### config.mk
export PLATFORM = sky130hd
export DESIGN_NAME = build_id_led_seq
export DESIGN_NICKNAME = d
export VERILOG_FILES = /design/src/rtl/build_id_led_seq.sv
export SDC_FILE = /design/constraint.sdc
export NUM_CORES = 1
export LEC_CHECK = 0
export CORE_MARGIN = 2
export CORE_UTILIZATION = 40
export CTS_BUF_LIST = sky130_fd_sc_hd__clkbuf_4 sky130_fd_sc_hd__clkbuf_8
export DETAILED_ROUTE_END_ITERATION = 7
export PLACE_DENSITY_LB_ADDON = 0.3
export SETUP_SLACK_MARGIN = 0.1
export SYNTH_ARGS = -nofsm -noshare
export SYNTH_HDL_FRONTEND = slang
export SYNTH_SLANG_ARGS = --single-unit
### constraint.sdc
create_clock -name clk100 -period 4.9 [get_ports clk100]
set_input_delay 0.98 -clock clk100 [delete_from_list [all_inputs] [get_ports clk100]]
set_output_delay 0.98 -clock clk100 [all_outputs]
set_load 0.05 [all_outputs]
### src/rtl/build_id_led_seq.sv
// Serial LED readout of the three build-ID word pairs (scripts, top, common),
// one nibble per tick rising edge, with header and gap phases between nibbles.
module build_id_led_seq #(
  parameter int HDR_TICKS = 4
) (
  input  logic        clk100,
  input  logic        rst,
  input  logic        tick_i,
  input  logic        start_i,
  input  logic        stop_i,
  input  logic        loop_i,
  input  logic [63:0] git_hash_scripts_i,
  input  logic [31:0] timestamp_scripts_i,
  input  logic [63:0] git_hash_top_i,
  input  logic [31:0] timestamp_top_i,
  input  logic [63:0] git_hash_common_i,
  input  logic [31:0] timestamp_common_i,
  output logic [2:0]  src_o,
  output logic [3:0]  nib_o,
  output logic        valid_o,
  output logic        busy_o,
  output logic        done_o
);

  typedef enum logic [1:0] {IDLE, HDR, SHOW, GAP} state_t;

  state_t          state, state_n;
  logic            tick_q, tick_edge;
  logic [3:0]      hdr_cnt, hdr_n;
  logic [4:0]      nib_idx, nib_n;
  logic [1:0]      src_idx, srci_n;
  logic            snap, done_n;
  logic [2:0][63:0] sh_gh, gh_n;
  logic [2:0][31:0] sh_ts, ts_n;
  logic [63:0]     g_sel;
  logic [31:0]     t_sel;
  logic [3:0]      nib_out_n;
  logic [2:0]      src_out_n;

  assign tick_edge = tick_i & ~tick_q;

  always_comb begin
    state_n = state;
    hdr_n   = hdr_cnt;
    nib_n   = nib_idx;
    srci_n  = src_idx;
    snap    = 1'b0;
    done_n  = 1'b0;
    if (stop_i) begin
      state_n = IDLE;
      hdr_n   = '0;
      nib_n   = '0;
      srci_n  = '0;
    end else begin
      case (state)
        IDLE: if (start_i) begin
          snap    = 1'b1;
          state_n = HDR;
          hdr_n   = '0;
          nib_n   = '0;
          srci_n  = '0;
        end
        HDR: if (tick_edge) begin
          if (hdr_cnt == 4'(HDR_TICKS - 1)) begin
            state_n = SHOW;
            hdr_n   = '0;
            nib_n   = '0;
          end else begin
            hdr_n = hdr_cnt + 4'd1;
          end
        end
        SHOW: if (tick_edge) state_n = GAP;
        GAP: if (tick_edge) begin
          if (nib_idx != 5'd23) begin
            nib_n   = nib_idx + 5'd1;
            state_n = SHOW;
          end else if (src_idx != 2'd2) begin
            srci_n  = src_idx + 2'd1;
            hdr_n   = '0;
            nib_n   = '0;
            state_n = HDR;
          end else if (loop_i) begin
            snap    = 1'b1;
            srci_n  = '0;
            hdr_n   = '0;
            nib_n   = '0;
            state_n = HDR;
          end else begin
            done_n  = 1'b1;
            srci_n  = '0;
            nib_n   = '0;
            state_n = IDLE;
          end
        end
        default: state_n = IDLE;
      endcase
    end

    gh_n = snap ? {git_hash_common_i, git_hash_top_i, git_hash_scripts_i} : sh_gh;
    ts_n = snap ? {timestamp_common_i, timestamp_top_i, timestamp_scripts_i} : sh_ts;

    case (srci_n)
      2'd1:    begin g_sel = gh_n[1]; t_sel = ts_n[1]; end
      2'd2:    begin g_sel = gh_n[2]; t_sel = ts_n[2]; end
      default: begin g_sel = gh_n[0]; t_sel = ts_n[0]; end
    endcase

    // Outputs are computed from next-state values so the registers change on the advancing edge
    src_out_n = '0;
    if (state_n == HDR || state_n == SHOW) src_out_n = 3'b001 << srci_n;
    nib_out_n = '0;
    if (state_n == SHOW) begin
      if (!nib_n[4]) nib_out_n = g_sel[{4'd15 - nib_n[3:0], 2'b00} +: 4];
      else           nib_out_n = t_sel[{3'd7 - nib_n[2:0], 2'b00} +: 4];
    end
  end

  always_ff @(posedge clk100) begin
    if (rst) begin
      state   <= IDLE;
      tick_q  <= 1'b0;
      hdr_cnt <= '0;
      nib_idx <= '0;
      src_idx <= '0;
      sh_gh   <= '0;
      sh_ts   <= '0;
      src_o   <= '0;
      nib_o   <= '0;
      valid_o <= 1'b0;
      busy_o  <= 1'b0;
      done_o  <= 1'b0;
    end else begin
      state   <= state_n;
      tick_q  <= tick_i;
      hdr_cnt <= hdr_n;
      nib_idx <= nib_n;
      src_idx <= srci_n;
      sh_gh   <= gh_n;
      sh_ts   <= ts_n;
      src_o   <= src_out_n;
      nib_o   <= nib_out_n;
      valid_o <= (state_n == SHOW);
      busy_o  <= (state_n != IDLE);
      done_o  <= done_n;
    end
  end

endmodule

# Yosys cells after proc, flatten, opt, wreduce, memory -nomap -nowiden

Index checks and enable logic that the tools add are counted.

Reduce and logical (&&, ||, !) cells: 9
Add/subtract/negate cells: 5
Bitwise operators: 6
Multiplexer cells: 44
Shifts and indexed selects: 3
Equal/unequal tests: 15

Operators by type and width:

| cell                                          | number |
|---|---|
| 2-to-1 mux 192 bit                            | 1 |
| one-hot mux 64 bit (2 select lines)           | 1 |
| 2-to-1 mux 96 bit                             | 1 |
| one-hot mux 32 bit (2 select lines)           | 1 |
| indexed part select 64 x 7 -> 4 bit           | 1 |
| 2-to-1 mux 4 bit                              | 8 |
| indexed part select 32 x 6 -> 4 bit           | 1 |
| 2-to-1 mux 5 bit                              | 6 |
| 2-to-1 mux 2 bit                              | 12 |
| one-hot mux 5 bit (3 select lines)            | 1 |
| one-hot mux 4 bit (3 select lines)            | 1 |
| inequality test 2 bit, second input constant  | 5 |
| 2-to-1 mux 1 bit                              | 9 |
| == test 2 bit, second input constant          | 4 |
| one-hot mux 2 bit (4 select lines)            | 1 |
| == test 2 x 1 -> 1 bit, second input constant | 3 |
| AND reduction 6 bit                           | 1 |
| OR reduction 2 bit                            | 3 |
| OR reduction 6 bit                            | 1 |
| adder 5 x 1 -> 5 bit, second input constant   | 1 |
| inequality test 5 bit, second input constant  | 1 |
| NOT 1 bit                                     | 5 |
| adder 4 x 1 -> 4 bit, second input constant   | 1 |
| == test 4 x 2 -> 1 bit, second input constant | 1 |
| other kinds (12)                              | 12 |

Register bits: 312
Bits of input ports: 294

# Depth between registers and ports, before layout

Depth after elaboration: 10
Mapped depth: 20
Mapped depth without buffers: 18

# Least setup slack after synthesis

Ideal clock, no wire load.

Kind: in2reg
Start point: input tick_i
End point: register nib_o[3]
Arrival time: 3,669 ps
Path buffers: 3
Cell stages on the path: 17
Slack: 1,100 ps
Library setup time: 131 ps
Cells stage by stage: nand2b_1 > or2_2 > mux2_2 > nand2_1 > nand2_1 > nand2_1 > inv_1 > ha_1 > clkbuf_1 > inv_1 > clkbuf_1 > clkbuf_1 > o22ai_1 > o2111ai_1 > o211ai_1 > nor4_1 > nor4_2

Word-level cells in the longest chain between the ends: 8
Elaborated cells on any way between the ends: 30
Those cells by class: add/sub (2); eq/ne (3); shift (2); mux (20); bitwise (2); reduce/logical (1)

Ends and longest elaborated chain:

| element                                                                                    | RTL line | source |
|---|---|---|
| from (decl)                                                                                | 8        | `input logic tick_i,` |
| AND 1 bit (*)                                                                              | 40       | `assign tick_edge = tick_i & ~tick_q;` |
| 2-to-1 mux 2 bit (*)                                                                       | 73       | `GAP: if (tick_edge) begin` |
| one-hot mux 2 bit (2 select lines) (*)                                                     | 55       | `case (state)` |
| 2-to-1 mux 2 bit (*)                                                                       | 49       | `if (stop_i) begin` |
| via srci_n[0]                                                                              | 31       | `logic [1:0] src_idx, srci_n;` |
| == test 2 bit or == test 2 x 1 -> 1 bit (tied branches)                                    | 102      | `case (srci_n)` |
| one-hot mux 64 bit (2 select lines) or one-hot mux 32 bit (2 select lines) (tied branches) | 102      |  |
| indexed part select 64 x 7 -> 4 bit or indexed part select 32 x 6 -> 4 bit (tied branches) | 113, 114 |  |
| 2-to-1 mux 4 bit (*)                                                                       | 113      | `if (!nib_n[4]) nib_out_n = g_sel[{4'd15 - nib_n[3:0], 2'b00} +: 4];` |
| to (signal assigned)                                                                       | 141      | `nib_o <= nib_out_n;` |
| to (decl)                                                                                  | 19       | `output logic [3:0] nib_o,` |

Mark *: on every way through the listed nets, which the timed path passes. The rest lies on a longest branch.
A chain may end at the register's enable or synchronous reset.

# Worst setup path in the final report

Start point: input tick_i
End point: register nib_o[3]

Word-level cells in the longest chain between the ends: 8
Elaborated cells on any way between the ends: 30
Those cells by class: add/sub (2); eq/ne (3); shift (2); mux (20); bitwise (2); reduce/logical (1)

Ends and longest elaborated chain:

| element                                                                  | RTL line |
|---|---|
| AND 1 bit (*)                                                            | 40 |
| parallel branches: the longest is 7 deep, another holds subtractor 4 bit | n/a |

Every way passes the cells marked *.

==> results.md <==
* Status: completed
* Area Overhead vs Synth at 31.5%
* Critical path's top delay family: simple AND/OR/NAND/NOR gates
* Drt pass-1 iters at 7
* CP Cell Sequence: clkdlybuf4s50_1, or3b_1, nor3_1, mux2_2, nand2_1, nand2_1, nand2_1, ha_1, buf_4, buf_4, nor2_1, o2111ai_1, o211ai_1, nor4_1, nor4_2
* Tightest Pin Transition at 0.983 ns
* #FFs+latches synth at 312
* Max FO, Critical Path at 9
* Yosys warns at 0
* Period utilization at 87.0%
* Total power divided by cell area at 299 nW/um^2
* Fin. Hold Viols at 0
* Syn Area/Cell at 7.84 sq um
* Final ANT Viol Nets at 0
* Vias in the first global route at 14.6k
* Initial drt markers at 1,701
* Post-cts sizing count at 0
* R2R depth at 16
* Clk_lat worst skew at 0.62 ns
* Crit path launch type: input port
* Wirelength, routed at 57,900 um
* PortBufs at 303
* F_max at 235 MHz
* CTS sink cnt at 312
* Via-to-Cell Ratio at 5.64
* Final clock skew at 0.0225 ns
* IO Pins at 304
* Dpl ws at 0.106 ns
* Critical Path RT at 5.43 ns
* Initial core utilization at 40.5%
* Critical Path Max Stage Delay at 0.54 ns
* Setup ws final at 0.637 ns
* Die width at 199 um
* WS Path Type: in2reg
* Proportion of layout cells with a drive suffix above 1 at 10.2%
* Gp weighted congestion at 0.940
* P_leak at 7.89 nW
* Post-layout minimum cycle time at 4.26 ns
* R2r startpoint: state[1]
* Layout net count at 2,536
* Async SR Flop Fraction at 0%
* Hold path start: sh_gh[12]
* Die height at 199 um
* H-tree Lvls at 2
* Fillcell total at 3,538
* Syn Std Cell Area at 15,300 sq um
* Largest net degree at the start of global routing at 136
* Setup Fix Bufs, Post-CTS at 0
* Hold Buf Count CTS at 0
* Dpl hpwl at 42,100 um
* Setup crit end kind: flop
* First-pass GRT wire length at 85,500 um
* Vias at 15.7k
* Unrepaired setup endpoints after global routing: no
* Hold EP: sh_gh[12]
* Core Footprint at 37,700 sq um
* FF-to-FF setup slack at 0.65 ns
* CP arrival at 4.79 ns
* Worst path bufs/invs at 3
* Grt ovf at 0
* Total global routing track utilization at 28.2%
* Syn Nets at 2,252
* CTS root buf: clkbuf_8
* Total CTS buffers at 53
* Max-cap viol count at 0
* Most used DFF post-synth: dfxtp_1
* Cell depth of the worst hold path at 2
* Area of the multi-input gates at 8250 sq um
* Full die area at 39,800 sq um
* Num rows at 71
* Reg2Reg Capture Point: nib_o[3]
* Drt drc at 0
* Sum Neg Setup Slack at 0 ns
* Worst rel slew slack at 34.5%
* Netlist cell types at 75
* Cell mode on critical path: nand2_1
* Wire per inst at 20.8 um
* Clock tree buffer depth at 3
* Worst min path class: reg2reg
* Clock slew at reported path FFs at 0.06 ns
* Peak VDD IR at 0.000164 V
* Mapped Cells at 1,947
* Setup-failing EPs final at 0
* Worst path slowest cell: clkdlybuf4s50_1
* CTS tree: yes
* EDFF count, synth at 0
* Sequential area share after synthesis at 40.9%
* Antenna violations before repair at 2
* Final Max Tran Viols at 0
* FF+latch area at 6250 sq um
==> cell usage after synthesis, types with 8 or more instances <==
cell type,n,area [sq um]
a211oi_1,9,67.6
a21o_1,13,97.6
a21oi_1,224,1120
a221oi_1,20,175
a31oi_1,26,163
and3_1,10,62.6
buf_1,11,41.3
buf_2,44,220
buf_4,11,82.6
buf_6,10,113
clkbuf_1,76,285
dfxtp_1,312,6250
ha_1,11,138
inv_1,12,45.0
mux2_2,34,383
mux2i_1,119,1190
nand2_1,515,1930
nand2b_1,8,50.1
nand3_1,75,375
nand4_1,22,138
nor2_1,139,522
nor2b_1,37,231
nor3_1,24,120
nor4_1,14,87.6
o2111ai_1,8,70.1
o21ai_0,27,135
o221ai_1,10,87.6
o22ai_1,30,188
==> through the flow <==
stage / hold WS [ns] / instances / total power, W / cell area, sq um / util, %
after floorplan: 0.427 / 1947 / 0.00315 / 15300 / -
after global placement: 0.436 / 2687 / 0.00356 / 19000 / 50.4
after detailed placement: 0.443 / 2687 / 0.00357 / 19000 / 50.4
after CTS: 0.451 / 2780 / 0.00603 / 20100 / 53.3
after global routing: 0.467 / 2781 / 0.00621 / 20100 / 53.3
final: 0.451 / 2781 / 0.00600 / 20100 / 53.3
==> sequential cells by signal, summed over array words and instances (netlist names) <==
| name | flops |
|---|---|
| valid_o | 1 |
| src_idx | 2 |
| nib_idx | 5 |
| src_o | 3 |
| done_o | 1 |
| nib_o | 4 |
| tick_q | 1 |
| hdr_cnt | 4 |
| busy_o | 1 |
| state | 2 |
| sh_gh | 192 |
| sh_ts | 96 |
==> cell families (layout without fill, tap and decap cells) <==
group | Yosys count | count (layout) | share of synthesized area, %
fa+ha+maj | 11 | 11 | 0.901
flops | 312 | 312 | 40.9
simple gates | 877 | 877 | 24.9
buf+inv | 165 | 487 | 5.18
other cells | 0 | 1 | 0
mux | 157 | 157 | 10.8
compound gates | 425 | 425 | 17.3
==> cells in the final DEF, fill, tap and decap left out, types with 20 or more instances in the layout <==
master	synthesis	final
nor2b_1	37	37
nand4_1	22	22
clkbuf_8	0	62
a31oi_1	26	25
clkdlybuf4s50_1	0	302
nor3_1	24	24
buf_4	11	65
nor2_1	139	139
dfxtp_1	312	312
o22ai_1	30	30
nand3_1	75	75
nand2_1	515	515
mux2_2	34	34
a21oi_1	224	224
mux2i_1	119	119
a221oi_1	20	20
o21ai_0	27	27
==> worst register-to-register path: stages (launching register included) <==
cell       delay [ns]
dfxtp_1          0.44
inv_1            0.11
ha_1             0.34
or3b_1           0.45
nor3_1           0.20
mux2_2           0.19
nand2_1          0.05
nand2_1          0.08
nand2_1          0.11
ha_1             0.48
buf_4            0.22
buf_4            0.16
nor2_1           0.30
o2111ai_1        0.37
o211ai_1         0.31
nor4_1           0.12
nor4_2           0.27
==> per-layer routing <==
metal  GRT usage [%]  vias to the layer above  wire (um)
met4            12.2                        2       2440
met2            44.4                      731      26000
met1            37.8                     7431      24700
met5               0                        -         13
met3            5.03                      147       4720
li1                -                     7379          -
==> worst max-delay path by stage <==
stage	startpoint	endpoint	slack [ns]	cells after the start
final	tick_i	nib_o[3]	0.64	15
after global routing	state[1]	nib_o[3]	0.40	16
after CTS	state[1]	nib_o[3]	0.74	16
after detailed placement	tick_i	nib_o[3]	0.11	15
after global placement	tick_i	nib_o[3]	0.19	15
after floorplan	tick_i	nib_o[3]	1.10	17
==> area by class of cell <==
cell class	instances	share of cell area, %
Inverter	13	0.243
Tap cell	511	3.18
Multi-Input combinational cell	1470	41.1
Clock buffer	78	4.85
Antenna cell	1	0.0125
Sequential cell	312	31.1
Clock inverter	15	0.679
Timing Repair Buffer	381	18.9
==> where the power goes <==
| group | switching [W] | internal [W] | total (W) |
|---|---|---|---|
| clock | 0.00110 | 0.00138 | 0.00248 |
| sequential | 0.0000412 | 0.00266 | 0.00270 |
| combinational | 0.000423 | 0.000403 | 0.000825 |
(Power assumes the default switching activity.)
